--- src/rtl/bldc_pkg.sv ---
// Shared types and constants for the BLDC speed meter: commutation codes,
// meter state machine encoding and the default period counter width.
package bldc_pkg;

   localparam int unsigned CNT_W_DEFAULT = 23;

   typedef enum logic [2:0] {
      Comm0 = 3'd0,
      Comm1 = 3'd1,
      Comm2 = 3'd2,
      Comm3 = 3'd3,
      Comm4 = 3'd4,
      Comm5 = 3'd5
   } comm_state_e;

   // A revolution is the wrap from the last commutation step back to the first.
   localparam comm_state_e REV_WRAP_FROM = Comm5;
   localparam comm_state_e REV_WRAP_TO   = Comm0;

   typedef enum logic [1:0] {
      StUnprimed = 2'd0,
      StRun      = 2'd1,
      StStall    = 2'd2
   } meter_state_e;

   function automatic logic comm_legal(input logic [2:0] s);
      return s <= Comm5;
   endfunction

endpackage

--- src/rtl/bldc_duty_stepper.sv ---
// Closed-loop duty stepper: nudges duty by one count per measured period toward
// the target, saturating between DUTY_MIN and DUTY_MAX.
module bldc_duty_stepper
   import bldc_pkg::*;
#(
   parameter int unsigned CNT_W    = CNT_W_DEFAULT,
   parameter int unsigned DUTY_MIN = 50,
   parameter int unsigned DUTY_MAX = 255,
   parameter int unsigned DEADBAND = 256
) (
   input  logic             clk,
   input  logic             reset_n,
   input  logic [CNT_W-1:0] period,
   input  logic [CNT_W-1:0] target_clks,
   input  logic             step_en,
   input  logic             clr,
   output logic [7:0]       duty
);

   localparam int unsigned XW = CNT_W + 1;
   localparam logic [XW-1:0] DB = XW'(DEADBAND);
   localparam logic [7:0] DMIN = 8'(DUTY_MIN);
   localparam logic [7:0] DMAX = 8'(DUTY_MAX);

   logic [XW-1:0] w_period_x;
   logic [XW-1:0] w_target_x;
   logic [XW-1:0] w_hi;
   logic [XW-1:0] w_lo;
   logic [7:0]    w_duty_next;
   logic [7:0]    r_duty;

   // One extra bit keeps target+DEADBAND from wrapping; the low bound clamps at 0.
   assign w_period_x = {1'b0, period};
   assign w_target_x = {1'b0, target_clks};
   assign w_hi       = w_target_x + DB;
   assign w_lo       = (w_target_x > DB) ? (w_target_x - DB) : '0;

   always_comb begin
      w_duty_next = r_duty;
      if (clr) begin
         w_duty_next = DMIN;
      end else if (step_en) begin
         if (w_period_x > w_hi) begin
            if (r_duty < DMAX) w_duty_next = r_duty + 8'd1;
         end else if (w_period_x < w_lo) begin
            if (r_duty > DMIN) w_duty_next = r_duty - 8'd1;
         end
      end
   end

   always_ff @(posedge clk) begin
      if (!reset_n) r_duty <= DMIN;
      else          r_duty <= w_duty_next;
   end

   assign duty = r_duty;

endmodule

--- src/rtl/bldc_speed_meter.sv ---
// BLDC revolution period meter with stall detection. Define BLDC_SPEED_CTRL_EN
// to compile in closed-loop duty regulation; otherwise duty is fixed at DUTY_MIN.
module bldc_speed_meter
   import bldc_pkg::*;
#(
   parameter int unsigned CNT_W      = CNT_W_DEFAULT,
   parameter int unsigned STALL_CLKS = 8000000,
   parameter int unsigned DUTY_MIN   = 50,
   parameter int unsigned DUTY_MAX   = 255,
   parameter int unsigned DEADBAND   = 256
) (
   input  logic             clk,
   input  logic             reset_n,
   input  logic [2:0]       comm_state,
   input  logic [CNT_W-1:0] target_clks,
   output logic [CNT_W-1:0] period,
   output logic             period_valid,
   output logic             stalled,
   output logic [7:0]       duty
);

   localparam logic [CNT_W-1:0] STALL_CNT = CNT_W'(STALL_CLKS);

   meter_state_e     r_state;
   meter_state_e     w_state_next;
   logic [2:0]       r_prev_state;
   logic [CNT_W-1:0] r_cnt;
   logic [CNT_W-1:0] w_cnt_next;
   logic [CNT_W-1:0] r_period;
   logic             r_period_valid;
   logic             w_event;
   logic             w_stall_hit;
   logic             w_meas;
   logic             w_stall_enter;

   // Illegal codes never update r_prev_state, so 5 -> 7 -> 0 still wraps.
   assign w_event = (r_prev_state == REV_WRAP_FROM) && (comm_state == REV_WRAP_TO);

   always_comb begin
      w_cnt_next = r_cnt;
      if (w_event)      w_cnt_next = {{(CNT_W-1){1'b0}}, 1'b1};
      else if (~&r_cnt) w_cnt_next = r_cnt + 1'b1;
   end

   // Compared on the next count so stalled rises in the cycle cnt shows STALL_CLKS.
   assign w_stall_hit = !w_event && (w_cnt_next == STALL_CNT);

   always_comb begin
      w_state_next  = r_state;
      w_meas        = 1'b0;
      w_stall_enter = 1'b0;
      unique case (r_state)
         StUnprimed: begin
            if (w_event) begin
               w_state_next = StRun;
            end else if (w_stall_hit) begin
               w_state_next  = StStall;
               w_stall_enter = 1'b1;
            end
         end
         StRun: begin
            if (w_event) begin
               w_meas = 1'b1;
            end else if (w_stall_hit) begin
               w_state_next  = StStall;
               w_stall_enter = 1'b1;
            end
         end
         StStall: begin
            if (w_event) w_state_next = StUnprimed;
         end
         default: w_state_next = StUnprimed;
      endcase
   end

   always_ff @(posedge clk) begin
      if (!reset_n) begin
         r_state        <= StUnprimed;
         r_prev_state   <= '0;
         r_cnt          <= '0;
         r_period       <= '0;
         r_period_valid <= 1'b0;
      end else begin
         r_state        <= w_state_next;
         r_cnt          <= w_cnt_next;
         r_period_valid <= w_meas;
         if (comm_legal(comm_state)) r_prev_state <= comm_state;
         if (w_meas)                 r_period     <= r_cnt;
      end
   end

   assign period       = r_period;
   assign period_valid = r_period_valid;
   assign stalled      = (r_state == StStall);

`ifdef BLDC_SPEED_CTRL_EN
   logic w_step_en;

   assign w_step_en = r_period_valid && (target_clks != '0);

   bldc_duty_stepper #(
      .CNT_W    (CNT_W),
      .DUTY_MIN (DUTY_MIN),
      .DUTY_MAX (DUTY_MAX),
      .DEADBAND (DEADBAND)
   ) u_duty_stepper (
      .clk         (clk),
      .reset_n     (reset_n),
      .period      (r_period),
      .target_clks (target_clks),
      .step_en     (w_step_en),
      .clr         (w_stall_enter),
      .duty        (duty)
   );
`else
   logic w_unused_target;

   assign w_unused_target = ^target_clks ^ w_stall_enter;
   assign duty            = 8'(DUTY_MIN);
`endif

endmodule

--- config.mk ---
export PLATFORM = sky130hd
export DESIGN_NAME = bldc_speed_meter
export DESIGN_NICKNAME = d
export VERILOG_FILES = /design/src/rtl/bldc_pkg.sv /design/src/rtl/bldc_duty_stepper.sv /design/src/rtl/bldc_speed_meter.sv
export SDC_FILE = /design/constraint.sdc
export NUM_CORES = 1
export LEC_CHECK = 0
export CORE_MARGIN = 4
export CORE_UTILIZATION = 52
export CTS_BUF_LIST = sky130_fd_sc_hd__clkbuf_2 sky130_fd_sc_hd__clkbuf_4 sky130_fd_sc_hd__clkbuf_8
export DETAILED_ROUTE_END_ITERATION = 8
export HOLD_SLACK_MARGIN = 0.06
export PLACE_DENSITY = 0.82
export SETUP_SLACK_MARGIN = 0.02
export SLEW_MARGIN = 5
export SYNTH_ARGS = -nofsm -noshare
export SYNTH_HDL_FRONTEND = slang
export SYNTH_HIERARCHICAL = 1
export SYNTH_SLANG_ARGS = --single-unit
export TNS_END_PERCENT = 20
--- constraint.sdc ---
create_clock -name clk -period 3.4 [get_ports clk]
set_input_delay 0.68 -clock clk [delete_from_list [all_inputs] [get_ports clk]]
set_output_delay 0.68 -clock clk [all_outputs]
set_load 0.01 [all_outputs]
After elaboration in Yosys (flattened, before gate mapping)
Index checks and enable logic that the tools add are counted.
W data, S select, Z words.
{"block": "word_totals", "register_bits": 52, "out_inout_bits": 33, "elab_cells": 29}
{"block": "classes", "addsub": 1, "order_cmp": 1, "n_eq_ne": 6, "mux": 9, "reduce_logical": 7}
{"op": "$mux W23", "n": 2}
{"op": "$add A23 B1 Y23 const B", "n": 1}
{"op": "$eq A23 B23 Y1 const B", "n": 1}
{"op": "$reduce_and A23 Y1", "n": 1}
{"op": "$mux W2", "n": 4}
{"op": "$pmux W2 S3", "n": 1}
{"op": "$eq A3 B3 Y1 const B", "n": 1}
{"op": "$le A3 B3 Y1 const B", "n": 1}
{"op": "$logic_not A3 Y1", "n": 1}
{"op": "$eq A2 B1 Y1 const B", "n": 1}
{"op": "$eq A2 B2 Y1 const B", "n": 1}
{"op": "$logic_and A1 B1 Y1", "n": 2}
{"op": "$logic_not A2 Y1", "n": 1}
{"op": "$mux W1", "n": 2}
{"op": "$ne A2 B1 Y1 const B", "n": 1}
{"op": "$ne A2 B2 Y1 const B", "n": 1}
{"op": "$reduce_and A2 Y1", "n": 1}
{"op": "$logic_not A1 Y1", "n": 1}

Logic depth before layout (Yosys ltp)
Gate-level depths: netlist (run 1).
{"block": "depth", "depth_word": 8, "depth_mapped": 10, "ltp_nobuf": 8}

Worst setup path after synthesis (run 1)
No wires, ideal clock.
{"block": "synth_timing", "path_kind": "input to register", "from": "input comm_state[0]", "to": "register r_state[0]", "setup_time_ps": 119, "t_arrival_ps": 2493, "t_required_ps": 3281, "slack_ps": 788, "cell_stages": 7, "n_path_buf": 0, "cell_sequence": "nor4b_1 -> nor3b_2 -> o21ai_0 -> a2111o_1 -> a221oi_1 -> nand4_1 -> o221a_1"}
{"block": "synth_via", "elab_chain_len": 8, "elab_cells_between_ends": 13, "cone_classes": "3 x eq/ne; 5 x mux; 5 x reduce/logical"}
{"element": "start: declaration", "line_no": "bldc_speed_meter.sv:14", "text": "input logic [2:0] comm_state,"}
{"element": "$logic_not A3 Y1 (*)", "line_no": "bldc_speed_meter.sv:37", "text": "assign w_event = (r_prev_state == REV_WRAP_FROM) && (comm_state == REV_WRAP_TO);"}
{"element": "$logic_and A1 B1 Y1 (*)", "line_no": "bldc_speed_meter.sv:37"}
{"element": "$mux W23", "line_no": "bldc_speed_meter.sv:41", "text": "if (w_event) w_cnt_next = {{(CNT_W-1){1'b0}}, 1'b1};"}
{"element": "$eq A23 B23 Y1", "line_no": "bldc_speed_meter.sv:46", "text": "assign w_stall_hit = !w_event && (w_cnt_next == STALL_CNT);"}
{"element": "$logic_and A1 B1 Y1", "line_no": "bldc_speed_meter.sv:46"}
{"element": "$mux W2"}
{"element": "$mux W2 (on tied branches)"}
{"element": "$pmux W2 S3", "line_no": "bldc_speed_meter.sv:52", "text": "unique case (r_state)"}
{"element": "end signal: assignment", "line_no": "bldc_speed_meter.sv:78", "text": "r_state <= StUnprimed;"}
{"element": "end signal: assignment", "line_no": "bldc_speed_meter.sv:84", "text": "r_state <= w_state_next;"}
{"element": "end: declaration", "line_no": "bldc_speed_meter.sv:24", "text": "meter_state_e r_state;"}
Mark *: on every way between the ends. The rest lies on a longest branch, timed or not. The select of a mux whose other input is x is not followed.
A chain may end at the register's enable or synchronous reset.

Final worst setup path (run 1)
{"block": "layout_timing", "from": "register r_cnt[0]", "to": "register r_state[0]"}
{"block": "layout_via", "elab_chain_len": 8, "elab_cells_between_ends": 10, "cone_classes": "1 x add/sub; 1 x eq/ne; 6 x mux; 2 x reduce/logical"}
{"element": "start: declaration", "line_no": "bldc_speed_meter.sv:27", "text": "logic [CNT_W-1:0] r_cnt;"}
{"element": "start signal: assignment", "line_no": "bldc_speed_meter.sv:85", "text": "r_cnt <= w_cnt_next;"}
{"element": "$add A23 B1 Y23 or $reduce_and A23 Y1 (tied branches)", "line_no": "bldc_speed_meter.sv:42", "text": "else if (~&r_cnt) w_cnt_next = r_cnt + 1'b1;"}
{"element": "$mux W23 (*)", "line_no": "bldc_speed_meter.sv:42"}
{"element": "$mux W23 (*)", "line_no": "bldc_speed_meter.sv:41"}
{"element": "$eq A23 B23 Y1 (*)", "line_no": "bldc_speed_meter.sv:46"}
{"element": "$logic_and A1 B1 Y1 (*)", "line_no": "bldc_speed_meter.sv:46"}
{"element": "$mux W2 (*)"}
{"element": "$mux W2 (on tied branches)"}
{"element": "$pmux W2 S3 (*)"}
Marks and branches as above.

==> results of run 1 <==
[cell usage in the layout, fill, tap and decap left out, types with 7 or more instances in the layout]
cell	n
a21boi_0	24
buf_4	9
conb_1	8
nand2_1	65
nand3_1	9
nand4_1	7
dfxtp_1	52
clkdlybuf4s50_1	29
nor2_1	30
a21oi_1	9
xnor2_1	10
[cells by family (layout without fill, tap and decap cells)]
group                      after synthesis  in the layout
AOI/OAI and AO/OA                       62             62
DFF                                     52             52
other                                    2              8
buffers and inverters                   39             52
and+or+nand+nor                        152            152
adders and majority gates                1              1
xor gates and xnor gates                16             16
muxes                                    2              2
[registers in the layout (all words and copies together), names as in the netlist]
| signal | cells |
|---|---|
| r_cnt | 23 |
| period_valid | 1 |
| r_state | 2 |
| r_prev_state | 3 |
| period | 23 |
[worst reg2reg max path: stages (launching register included)]
cell and delay [ns]:
dfxtp_1 0.42, ha_1 0.32, nand3_1 0.18, nor2_1 0.54, nand3_1 0.17, or4_1 0.42
a221oi_1 0.34, nand4_1 0.19, o221a_1 0.25
[cell type report]
class                      instances  area [µm²]
clock buffer                       5       68.82
clock inverter                     3       21.27
fill                             447        1818
inverter                           6       22.52
multi-input combinational        241        1466
sequential                        52        1041
tap                               67       83.83
timing repair buffer              38       357.8
[synthesized netlist by cell type, drive strengths merged, types with 4 or more instances]
master,count,area share (%)
nand3,9,1.7
xor2,6,1.9
nand2,65,9.1
clkbuf,8,1.1
nor4,5,2.3
buf,25,6.0
nor2,30,4.2
inv,6,0.84
a31oi,5,1.2
dfxtp,52,39
a21oi,9,1.7
a21boi,25,7.0
nor3,4,0.74
o21ai,6,1.1
nor3b,4,1.3
xnor2,10,3.2
nand4,9,2.9
and3,6,1.4
[path summary, 6_finish.rpt]
path	start	end	slack (ns)	cells past startpoint
worst max-delay path	r_cnt[0]	r_state[0]	0.47	8
worst min-delay path	r_prev_state[1]	r_prev_state[1]	0.46	2
worst max register to register	r_cnt[0]	r_state[0]	0.47	8
worst min register to register	r_prev_state[1]	r_prev_state[1]	0.46	2
[per-layer routing]
layer,part of all wire (%),track usage [%]
met1,44,25.59
met5,0,0
met3,6.2,3.837
met2,48,31.71
met4,1.8,9.459
[power breakdown]
part	switching [mW]	total [mW]	internal, mW
Sequential	0.00570	0.619	0.613
Clock	0.210	0.357	0.146
Combinational	0.0254	0.0443	0.0189
[metrics by stage]
stage                     std cells  power [mW]
final                           412       1.020
after global routing            412       1.063
after CTS                       412       1.027
after detailed placement        404      0.6768
after global placement          404      0.6758
after floorplan                 332      0.6689
==> impl_metrics.csv, run 1 <==
group,metric,value,unit
clocking,clock_path_buffers,2,
yosys,syn_area_per_cell,8.267,µm²
route,postRouteAntennaNets,0,
yosys,postSynthCellCount,326,
timing,period_share,86.27,%
min_path,hold_class,"reg2reg",
yosys,yosys.area_share.simple,29.25,%
yosys,synthMuxAreaShare,0.7892,%
clocking,clkSlewWorstSetupHoldPaths,0.10,ns
worst_setup_path,crit_chain,"ha_1 -> nand3_1 -> nor2_1 -> nand3_1 -> or4_1 -> a221oi_1 -> nand4_1 -> o221a_1",
timing,tns,0,ns
route,dr.first_iter.drc_count,156,
finish,drive_above_1_share,8.696,%
finish,fin_area,3062,µm²
job,cap_violations,0,
placement,port_buffers,29,
yosys,synth_top_family_by_area,"simple AND/OR/NAND/NOR gates",
route,vias,2285,
power_and_ir_drop,vdd.ir_drop.worst,0.1806,mV
global_routing,grt_pass1_wl,10030,µm
timing,maxSlewHeadroom,56.99,%
floorplanning,coreArea,4880,µm²
yosys,synth_edf_count,0,
clocking,cts_setup_buffers,0,
yosys,synthArstFlopShare,0,%
clocking,tritoncts,"done",
worst_setup_path,startpoint_type,"flop",
global_routing,grtUsageTotal,19.86,%
placement,gp_congestion,0.8919,
timing,worstMarginPinSlew,0.6427,ns
power_and_ir_drop,p_leak,1.057,nW
timing,rsz0062_at_grt,"no",
worst_setup_path,end_kind,"flop",
placement,place_area,2972,µm²
timing,fin_ws,0.4669,ns
route,drcViolationCount,0,
placement,detailed_place_hpwl,4452,µm
worst_setup_path,critPathTopFamily,"simple AND/OR/NAND/NOR gates",
worst_setup_path,worstSetupPathType,"reg2reg",
global_routing,antenna_found_initial,0,
yosys,ys_ff_latch,52,
power_and_ir_drop,cellPowerDensity,333.3,nW/µm²
yosys,synth-adder-area-share,0.4643,%
worst_setup_path,worstPathMaxFanout,11,
route,wire_per_inst,14.72,µm
finish,final_core_util,62.74,%
clocking,numCtsBuffers,5,
yosys,synth_xor_area_share,5.200,%
timing,setup_viol,0,
timing,finalMaxSlewViolations,0,
worst_setup_path,cpMostUsedCell,"nand3_1",
worst_setup_path,critPathMaxStageDelay,0.54,ns
yosys,synthesis.area,2695,µm²
yosys,synthFlopType,"dfxtp_1",
finish,antenna_cells,0,
clocking,htreeDepth,2,
timing,hold_viol,0,
floorplanning,start_util,55.23,%
finish,nets,373,
route,viasPerCell,5.546,
global_routing,grt_pass1_vias,2142,
yosys,ys_warn_count,6,
floorplanning,die_area,6398,µm²
global_routing,overflow,0,
floorplanning,die_w,79.99,µm
yosys,synth_compound_area_share,17.41,%
worst_setup_path,critPathBufInv,0,
clocking,cts_resized,0,
timing,fmax,340.9,MHz
route,drtPass1Iterations,4,
route,wl,6063,µm
clocking,clock_latency,0.31,ns
floorplanning,ioPinCount,61,
worst_setup_path,cp.arrival,3.15,ns
finish,area_growth,13.60,%
worst_setup_path,required,3.61,ns
status,outcome,"finished clean",
worst_setup_path,slowest_stage,"nor2_1",
yosys,ys_seq_area_share,38.63,%
clocking,root_buffer,"clkbuf_8",
yosys,synth_cell_types,58,
global_routing,grt_max_degree,32,
clocking,cts_sinks,52,
placement,dp_worst_setup_slack,0.1396,ns
clocking,cts_hold_buf,0,
timing,skew,0.009207,ns
floorplanning,num_rows,25,
timing,whs,0.4571,ns
timing,period_needed,2.933,ns
floorplanning,die_h,79.99,µm
(Power assumes the default switching activity.)
==> inputs of run 2 (changes only) <==
Settings changed: GPL_TIMING_DRIVEN from default to 0, TNS_END_PERCENT 20 to default.
==> run 2 against run 1 <==
Fmax is 6.8% lower. Via count grew 4.2%. Global-route usage is 0.52 points higher. Register-to-register slack improved by 0.15 ns. Non-clock buffer count rose by 24. Cell area up 4.2%. Core utilization is 2.6 points higher. Critical path depth unchanged. First-iteration DRC count grew 6.4%. Clock power up 5%. Die area unchanged. Final cell count increased by 5.8%. Critical path type is now in2reg. Largest power group unchanged.
==> impl_metrics.csv, run 2 (same netlist as run 1, synthesis figures left out) <==
group,metric,value,unit
global_routing,grt_max_degree,16,
route,wl,6284,µm
finish,multiInputGateArea,1461,µm²
clocking,cts_resized,0,
timing,hold_viol,0,
floorplanning,start_util,55.23,%
clocking,clock_path_buffers,2,
min_path,hold_class,"reg2reg",
floorplanning,num_rows,25,
route,postRouteAntennaNets,0,
finish,final_common_cell,"nand2_1",
route,vias,2380,
status,outcome,"finished clean",
worst_setup_path,critPathBufInv,1,
global_routing,grt_busiest_layer,"met2",
clocking,cts_sinks,52,
worst_setup_path,critPathTopFamily,"compound AO/OA/AOI/OAI gates",
floorplanning,coreArea,4880,µm²
timing,finalMaxSlewViolations,0,
clocking,tritoncts,"done",
finish,nets,397,
power_and_ir_drop,vdd.ir_drop.worst,0.1770,mV
clocking,numCtsBuffers,5,
placement,port_buffers,29,
floorplanning,die_area,6398,µm²
timing,setup_viol,0,
route,dr.first_iter.drc_count,166,
floorplanning,die_w,79.99,µm
power_and_ir_drop,p_leak,1.142,nW
global_routing,grtUsageMet3,3.837,%
timing,rsz0062_at_grt,"no",
route,drcViolationCount,0,
worst_setup_path,cp.arrival,3.35,ns
finish,area_growth,18.34,%
route,drtPass1Iterations,5,
clocking,clkSlewWorstSetupHoldPaths,0.09,ns
timing,skew,0.008357,ns
floorplanning,die_h,79.99,µm
global_routing,grtUsageTotal,20.38,%
clocking,cts_hold_buf,0,
global_routing,grt_pass1_vias,2256,
global_routing,grt_pass1_wl,10430,µm
clocking,htreeDepth,2,
timing,fmax,317.8,MHz
route,viasPerCell,5.459,
global_routing,overflow,0,
worst_setup_path,required,3.60,ns
worst_setup_path,startpoint_type,"input pin",
clocking,cts_setup_buffers,0,
timing,period_share,92.54,%
timing,worstMarginPinSlew,0.6649,ns
finish,regArea,1041,µm²
finish,most-common-layout-cells,"nand2_1 (65), dfxtp_1 (52), nor2_1 (30), clkdlybuf4s50_1 (29), a21boi_0 (24)",
placement,detailed_place_hpwl,4727,µm
global_routing,use_met2,34.11,%
clocking,root_buffer,"clkbuf_8",
floorplanning,ioPinCount,61,
power_and_ir_drop,cellPowerDensity,328.4,nW/µm²
finish,antenna_cells,0,
timing,whs,0.4500,ns
finish,final_core_util,65.36,%
placement,gp_congestion,0.8932,
worst_setup_path,crit_chain,"clkdlybuf4s50_1 -> nor4b_1 -> nor3b_2 -> o21ai_0 -> a2111o_1 -> a221oi_1 -> nand4_1 -> o221a_1",
worst_setup_path,slowest_stage,"clkdlybuf4s50_1",
global_routing,antenna_found_initial,0,
finish,drive_above_1_share,11.38,%
route,wire_per_inst,14.41,µm
worst_setup_path,end_kind,"flop",
global_routing,use_met1,25.82,%
finish,fill_cells,452,
timing,period_needed,3.146,ns
worst_setup_path,worstSetupPathType,"in2reg",
timing,maxSlewHeadroom,55.46,%
job,cap_violations,0,
clocking,clock_latency,0.31,ns
worst_setup_path,worstPathMaxFanout,5,
worst_setup_path,critPathMaxStageDelay,0.47,ns
## run 2: cell count changes in the layout (fill, tap and decap cells not counted)
cell,change
nor3b_1,+1
clkbuf_4,+1
buf_2,+7
clkbuf_1,+8
nor3b_2,-1
buf_1,+3
buf_6,+1
clkinv_2,-1
buf_4,+5
inv_6,-1
clkbuf_8,+1
## run 2: final timing paths
kind	start	to	slack (ns)	cells past startpoint
max	comm_state[1]	r_state[0]	0.25	8
min	r_prev_state[1]	r_prev_state[1]	0.45	2
max reg2reg	r_cnt[0]	r_state[0]	0.62	9
min reg2reg	r_prev_state[1]	r_prev_state[1]	0.45	2
## run 2: power by group
part | internal [mW] | switching, mW | total [mW]
logic | 0.0246 | 0.0294 | 0.0540
clock network | 0.174 | 0.202 | 0.376
registers | 0.613 | 0.00379 | 0.617
## run 2: final cells by class
| cell class | count | area share (%) |
|---|---|---|
| buffer | 33 | 6.042 |
| clock buffer | 7 | 2.825 |
| clock inverter | 1 | 0.2354 |
| inverter | 6 | 0.7062 |
| multi-input combinational | 241 | 45.82 |
| sequential | 52 | 32.64 |
| tap | 67 | 2.628 |
| timing repair buffer | 29 | 9.102 |
## run 2: layer usage
layer	part of all wire, %	vias to the layer above
met3	6.3	19
met2	47	80
met4	2.6	0
li1	-	1193
met1	44	1088
met5	0	-
## run 2: tightest hold or removal path, cell delays in order (launching register included)
cell	delay [ns]
dfxtp_1	0.32
inv_1	0.05
a21oi_1	0.05
## run 2: metrics by stage
| step | setup WS (ns) | instance area, µm² | instances | TNS [ns] | power [mW] |
|---|---|---|---|---|---|
| after floorplan | 0.7880 | 2718 | 332 | 0 | 0.6689 |
| after global placement | -0.006086 | 3092 | 428 | -0.006086 | 0.6826 |
| after detailed placement | -0.05582 | 3092 | 428 | -0.05582 | 0.6842 |
| after CTS | 0.2587 | 3189 | 436 | 0 | 1.052 |
| after global routing | 0.07728 | 3189 | 436 | 0 | 1.085 |
| final | 0.2537 | 3189 | 436 | 0 | 1.047 |
